[config.mk]
export PLATFORM = sky130hd
export DESIGN_NAME = shifter_pipe
export DESIGN_NICKNAME = d
export VERILOG_FILES = /design/src/rtl/shifter_pipe.sv
export SDC_FILE = /design/constraint.sdc
export NUM_CORES = 1
export LEC_CHECK = 0
export BUFFER_PORTS_ARGS = -buffer_cell sky130_fd_sc_hd__buf_4
export CAP_MARGIN = 5
export CORE_ASPECT_RATIO = 0.5
export CORE_MARGIN = 2
export CORE_UTILIZATION = 45
export DETAILED_ROUTE_END_ITERATION = 10
export GPL_TIMING_DRIVEN = 0
export PLACE_DENSITY_LB_ADDON = 0.2
export SLEW_MARGIN = 40
export SYNTH_ARGS = -nofsm -noshare
export SYNTH_HDL_FRONTEND = slang
export SYNTH_SLANG_ARGS = --single-unit
[constraint.sdc]
create_clock -name clk -period 2 [get_ports clk]
set_clock_uncertainty 0.15 [all_clocks]
set_input_delay 0.1 -clock clk [delete_from_list [all_inputs] [get_ports clk]]
set_output_delay 0.1 -clock clk [all_outputs]
set_load 0.01 [all_outputs]
[src/rtl/shifter_pipe.sv]
// Pipelined barrel shifter/rotator with valid/ready back-pressure, sideband tag and flush.
// Mux level k shifts by 2^k; levels are grouped REG_EVERY per registered stage.
module shifter_pipe #(
    parameter int BITS      = 32,
    parameter int REG_EVERY = 2,
    parameter int TAG_W     = 5
) (
    input  logic                    clk,
    input  logic                    rst_n,
    input  logic                    flush,
    input  logic                    in_valid,
    output logic                    in_ready,
    input  logic [BITS-1:0]         in_data,
    input  logic [$clog2(BITS)-1:0] in_shamt,
    input  logic [2:0]              in_op,
    input  logic [TAG_W-1:0]        in_tag,
    output logic                    out_valid,
    input  logic                    out_ready,
    output logic [BITS-1:0]         out_data,
    output logic [TAG_W-1:0]        out_tag
);
    localparam int LVLS = $clog2(BITS);
    localparam int LAT  = (LVLS + REG_EVERY - 1) / REG_EVERY;

    function automatic logic is_pass(input logic [2:0] op);
        return (op == 3'b010) || (op[2:1] == 2'b11);
    endfunction

    // op[0] picks direction, op[2] selects rotate, op 011 fills with the captured MSB
    function automatic logic [BITS-1:0] shift_lvl(input logic [BITS-1:0] x, input int k,
                                                  input logic [2:0] op, input logic msb);
        int              amt;
        logic [BITS-1:0] fill_l;
        logic [BITS-1:0] fill_r;
        amt    = 1 << k;
        fill_l = '0;
        fill_r = '0;
        if (op[2]) begin
            fill_l = x >> (BITS - amt);
            fill_r = x << (BITS - amt);
        end else if (op[1] && msb) begin
            fill_r = ~({BITS{1'b1}} >> amt);
        end
        if (op[0]) return (x >> amt) | fill_r;
        else       return (x << amt) | fill_l;
    endfunction

    logic [LAT-1:0]   v_q, v_d, adv, src_v;
    logic [BITS-1:0]  data_q [LAT];
    logic [BITS-1:0]  data_d [LAT];
    logic [LVLS-1:0]  shamt_q [LAT];
    logic [LVLS-1:0]  shamt_d [LAT];
    logic [2:0]       op_q [LAT];
    logic [2:0]       op_d [LAT];
    logic             msb_q [LAT];
    logic             msb_d [LAT];
    logic [TAG_W-1:0] tag_q [LAT];
    logic [TAG_W-1:0] tag_d [LAT];

    logic [BITS-1:0]  src_data [LAT];
    logic [LVLS-1:0]  src_shamt [LAT];
    logic [2:0]       src_op [LAT];
    logic             src_msb [LAT];
    logic [TAG_W-1:0] src_tag [LAT];
    logic             adv_acc;
    logic [BITS-1:0]  x;

    // Ready chain runs combinationally from the output back to the input.
    always_comb begin
        adv_acc      = !v_q[LAT-1] || out_ready;
        adv[LAT-1]   = adv_acc;
        for (int s = LAT - 2; s >= 0; s--) begin
            adv_acc = !v_q[s] || adv_acc;
            adv[s]  = adv_acc;
        end
    end

    assign in_ready = adv[0] && !flush;

    always_comb begin
        src_v        = '0;
        src_v[0]     = in_valid && in_ready;
        src_data[0]  = in_data;
        src_shamt[0] = in_shamt;
        src_op[0]    = in_op;
        src_msb[0]   = in_data[BITS-1];
        src_tag[0]   = in_tag;
        for (int s = 1; s < LAT; s++) begin
            src_v[s]     = v_q[s-1];
            src_data[s]  = data_q[s-1];
            src_shamt[s] = shamt_q[s-1];
            src_op[s]    = op_q[s-1];
            src_msb[s]   = msb_q[s-1];
            src_tag[s]   = tag_q[s-1];
        end
    end

    always_comb begin
        v_d     = v_q;
        data_d  = data_q;
        shamt_d = shamt_q;
        op_d    = op_q;
        msb_d   = msb_q;
        tag_d   = tag_q;
        x       = '0;
        for (int s = 0; s < LAT; s++) begin
            x = src_data[s];
            if (!is_pass(src_op[s])) begin
                for (int k = 0; k < LVLS; k++) begin
                    if ((k / REG_EVERY) == s && src_shamt[s][k])
                        x = shift_lvl(x, k, src_op[s], src_msb[s]);
                end
            end
            if (adv[s] && !flush) begin
                v_d[s] = src_v[s];
                if (src_v[s]) begin
                    data_d[s]  = x;
                    shamt_d[s] = src_shamt[s];
                    op_d[s]    = src_op[s];
                    msb_d[s]   = src_msb[s];
                    tag_d[s]   = src_tag[s];
                end
            end
        end
        if (flush) v_d = '0;
    end

    always_ff @(posedge clk or negedge rst_n) begin
        if (!rst_n) begin
            v_q <= '0;
            for (int s = 0; s < LAT; s++) begin
                data_q[s]  <= '0;
                shamt_q[s] <= '0;
                op_q[s]    <= '0;
                msb_q[s]   <= 1'b0;
                tag_q[s]   <= '0;
            end
        end else begin
            v_q     <= v_d;
            data_q  <= data_d;
            shamt_q <= shamt_d;
            op_q    <= op_d;
            msb_q   <= msb_d;
            tag_q   <= tag_d;
        end
    end

    assign out_valid = v_q[LAT-1];
    assign out_data  = data_q[LAT-1];
    assign out_tag   = tag_q[LAT-1];
endmodule

# Word level (Yosys, flattened, before mapping)
# Index checks and enable logic that the tools add are counted.
# Widths: inputs -> output; s select.
# word_totals
reg_bits,132
inputBits,50
out_inout_bits,39
word_cells,108
# op_classes
eq_ne,6
muxes,54
bitwise_logic,10
reduce_logical,23
# op_table
op,count
$mux 32,45
$or 32x32->32,5
$or 16x32->32,1
$or 24x32->32,1
$or 28x32->32,1
$or 30x32->32,1
$or 31x32->32,1
$mux 16,1
$eq 3x2->1 const B,3
$mux 8,1
$logic_and 1x1->1,7
$eq 2x2->1 const B,3
$logic_or 1x1->1,6
$reduce_and 2->1,3
$reduce_bool 2->1,3
$logic_not 1->1,4
$mux 1,4
$mux 4,1
$mux 3,1
$mux 2,1

# Depth between registers and ports, before layout
# logic_depth
ltp_word,16
ltp_mapped,8
mapped_depth_nobuf,5

# Worst setup path after synthesis
# OpenSTA, ideal clock, no wires.
# synth_timing
kind,register -> register
from,register v_q[2]
to,register data_q[74] in the netlist's numbering
setup_ps,121
arrival_time_ps,1649
required_time_ps,1729
path_slack_ps,80
stages_incl_launch_ff,7
n_path_buf,1
synth_period_minus_slack_ps,1920
path_cell_list,dfrtp_1 > nor2b_4 > a31oi_1 > nand2_1 > buf_2 > a221o_1 > o22a_1
# synth_between
elab_chain_len,7
# synth_lines
item,line,source
start: declaration,48,"logic [LAT-1:0] v_q, v_d, adv, src_v;"
start signal: assignment,139,v_q <= v_d;
$logic_not 1->1 *,70,adv_acc = !v_q[LAT-1] || out_ready;
$logic_or 1x1->1 *,70,
$logic_or 1x1->1 * (2 in series),73,adv_acc = !v_q[s] || adv_acc;
$logic_and 1x1->1 *,78,assign in_ready = adv[0] && !flush;
named net in_ready,12,"output logic in_ready,"
$logic_and 1x1->1,82,src_v[0] = in_valid && in_ready;
$reduce_and 2->1 (no line) *,--,
end signal: assignment,140,data_q <= data_d;
end: declaration,49,logic [BITS-1:0] data_q [LAT];
# The timed path passes the listed nets; every way through them passes the cells marked *.
# A chain may end at the register's enable or synchronous reset.

# Worst setup path after layout
# layout_timing
from,register shamt_q[13] in the netlist's numbering
to,register data_q[62] in the netlist's numbering
# layout_between
elab_chain_len,2
# layout_lines
item,line,source
start: declaration,51,logic [LVLS-1:0] shamt_q [LAT];
start signal: assignment,141,shamt_q <= shamt_d;
$mux 32,110,if ((k / REG_EVERY) == s && src_shamt[s][k])
$mux 32,108,if (!is_pass(src_op[s])) begin
# Every way passes these cells.

==> impl_metrics.tcl <==
set metrics [dict create \
    grt_pass1_vias 9195 \
    place_ws_ns -0.378 \
    fin_crit_ns 1.97 \
    rsz0062_at_grt "yes" \
    diodes 0 \
    areaGrowthSynthToFinish_pct 29.1 \
    dp.cells 1424 \
    grt_usage_pct 31.9 \
    ios 89 \
    cts.clk_slew.worst_paths_ns 0.07 \
    crit_required_ns 2.18 \
    yosysWarnings 0 \
    whs_ns 0.0539 \
    antenna_found_initial 0 \
    outcome "completed" \
    ys.flop_type "dfrtp_1" \
    final.fill_count 1812 \
    synth_cells 1064 \
    core-area_mm2 0.0205 \
    post_drt_wl_per_cell_um 23.1 \
    path_class "reg2reg" \
    cap_violations 0 \
    cp-end-kind "register" \
    die_w_um 208 \
    slew_headroom_pct 49.7 \
    use_met1_pct 46.0 \
    r2r-start "shamt_q[13]" \
    grtUsageMet3_pct 5.82 \
    fin_nets 1270 \
    synth-edff-count 0 \
    fmaxAchievable_ghz 0.508 \
    hold_viol 0 \
    grt_use_met2_pct 49.6 \
    dp_hpwl_um 25100 \
    powerDensity_mw_per_mm2 954 \
    fin_cells 1506 \
    numCtsBuffers 17 \
    power_mw 11.6 \
    syn_area_mm2 0.00939 \
    postRouteAntennaNets 0 \
    syn-num-nets 1114 \
    vdd_drop_max_v 0.000452 \
    clock_sinks 126 \
    worst_r2r_path_depth 5 \
    r2r_slack_ns 0.03 \
    firstDrtPassIters 5 \
    drt_iter0_markers 1096 \
    min_path_type "in2async" \
    top_usage_layer "met2" \
    htreeDepth 4 \
    num_rows 37 \
    die_h_um 106 \
    synth_seq_cells 126 \
    worst_setup_path_start_kind "register" \
    dr_total_vias 9375 \
    period_share_pct 98.4 \
    r2r_end "data_q[62]" \
    setup_tns_ns 0 \
    gr-total-overflow 0 \
    clk_latency_ns 0.44 \
    clockBufferDepth 2 \
    drt-vias-per-instance 6.23 \
    postLayoutSetupSlackWorst_ns 0.0314 \
    drive_gt1_share_pct 30.3 \
    die-area_mm2 0.0221 \
    initial_utilization_pct 45.8 \
    syn_avg_cell_area_um2 8.83 \
    drv_slew 0 \
    gp_congestion 0.958 \
    route.detailed.drc 0 \
    crit_fanout 10 \
    routed_wirelength_um 34900 \
    async_flop_share_pct 100 \
    cts_root_buffer "clkbuf_16" \
    worst_slew_pin_slew_ns 0.754 \
    yosysSeqAreaShare_pct 33.6 \
    ys_types 51 \
    cts_tree "done" \
    grt_max_degree 65 \
    io_buffers 86 \
    p_leak_nw 5.01 \
    cp.arrival_ns 2.15 \
    grt_pass1_wl_um 54300 \
    setup_violations 0 \
]
layer usage:
metal / routed length (um) / part of all wire (%)
met1: 16100 / 46
met2: 15400 / 44
met3: 2770 / 7.9
met4: 571 / 1.6
met5: 0 / 0
per-stage QoR:
stage                     utilization (%)  area (um2)
after floorplan                         -        9390
after global placement               50.6       10400
after detailed placement             50.8       10400
after global routing                 59.1       12100
final                                59.1       12100
after CTS                            57.3       11800
cell usage after synthesis, types with 3 or more instances:
| library cell | number | share of area [%] |
|---|---|---|
| o221ai_1 | 13 | 1.2 |
| a211oi_1 | 14 | 1.1 |
| o21a_1 | 5 | 0.40 |
| and2_1 | 6 | 0.40 |
| a221o_1 | 22 | 2.3 |
| mux2i_1 | 46 | 4.9 |
| a22oi_1 | 4 | 0.32 |
| buf_4 | 48 | 3.8 |
| inv_1 | 5 | 0.20 |
| a221oi_1 | 18 | 1.7 |
| nand3_1 | 28 | 1.5 |
| nor2_1 | 92 | 3.7 |
| nor3_1 | 8 | 0.43 |
| nand2_1 | 137 | 5.5 |
| buf_6 | 3 | 0.36 |
| a21oi_1 | 81 | 4.3 |
| o21ai_1 | 6 | 0.32 |
| a21o_1 | 3 | 0.24 |
| clkbuf_1 | 53 | 2.1 |
| buf_2 | 35 | 1.9 |
| o21ai_0 | 61 | 3.2 |
| o31ai_1 | 16 | 1.3 |
| mux4_2 | 34 | 8.2 |
| mux2_2 | 34 | 4.1 |
| a311oi_1 | 11 | 1.0 |
| a211o_1 | 14 | 1.3 |
| dfrtp_1 | 126 | 34 |
| or3_1 | 5 | 0.33 |
| a2111oi_0 | 5 | 0.47 |
| o211ai_1 | 9 | 0.72 |
| o22a_1 | 26 | 2.4 |
| a31oi_1 | 21 | 1.4 |
| nand2b_1 | 33 | 2.2 |
| buf_1 | 3 | 0.12 |
| o22ai_1 | 7 | 0.47 |
| nor2b_1 | 9 | 0.60 |
| and3_1 | 3 | 0.20 |
sequential cells by signal, indices dropped and copies added (netlist names):
signal    count
shamt_q       4
v_q           3
data_q       64
out_data     32
msb_q         2
out_tag       5
op_q          6
src_tag      10
power breakdown:
part,internal [mW],total (mW),leakage (nW),switching (mW)
registers,3.16,3.88,1.49,0.720
logic,2.06,4.39,3.23,2.34
clock network,2.04,3.30,0.293,1.27
total,7.25,11.6,5.01,4.32
cells in the final DEF (no fill, tap or decap), types with 17 or more instances in the layout:
master,n
a221o_1,22
nand3_1,28
buf_2,21
buf_4,138
o22a_1,26
mux2_2,34
o21ai_0,51
nand2_1,132
nand2b_1,32
clkbuf_16,17
dlygate4sd3_1,46
mux4_2,34
a21oi_1,71
dfrtp_1,123
mux2i_1,43
clkbuf_1,33
nor2_1,92
cell type report:
| type | instances | area (um2) | share of cell area, % |
|---|---|---|---|
| Multi-Input combinational cell | 787 | 5900 | 48.6 |
| Sequential cell | 126 | 3160 | 26.0 |
| Timing Repair Buffer | 138 | 1180 | 9.72 |
| Buffer | 143 | 908 | 7.49 |
| Clock buffer | 20 | 457 | 3.77 |
| Tap cell | 273 | 342 | 2.82 |
| Clock inverter | 12 | 158 | 1.30 |
| Inverter | 7 | 28.8 | 0.237 |
worst max-delay path, stage by stage (launching register included):
cell and delay [ns]:
dfrtp_1 0.32, buf_2 0.23, clkbuf_2 0.31, clkbuf_4 0.30, o221ai_1 0.22, a311oi_1 0.32
cell families (layout without fill, tap and decap cells):
logic type | Yosys count | in the layout | share of synthesized area (%)
simple gates | 328 | 328 | 15.4
buf+inv | 151 | 320 | 8.68
compound gates | 345 | 345 | 25.2
flops | 126 | 126 | 33.6
mux | 114 | 114 | 17.1
repair_timing:
action	in CTS	in global routing
gates cloned	0	0
setup endpoints to repair	75	110
hold buffers	46	0
hold endpoints to repair	171	0
pin swaps	3	9
gates resized for setup	72	104
buffers inserted	0	5
worst max path at each step:
stage                   end  slack [ns]        start  cells past startpoint
6_report         data_q[62]        0.03  shamt_q[13]                      5
5_1_grt        out_data[23]       -0.04       v_q[2]                      6
4_1_cts          data_q[45]       -0.06  shamt_q[12]                      7
3_5_place_dp     data_q[32]       -0.38      op_q[6]                      8
3_3_place_gp     data_q[32]       -0.35      op_q[6]                      8
2_1_floorplan    data_q[74]        0.08       v_q[2]                      6
Power figures use the tool's default switching activity.
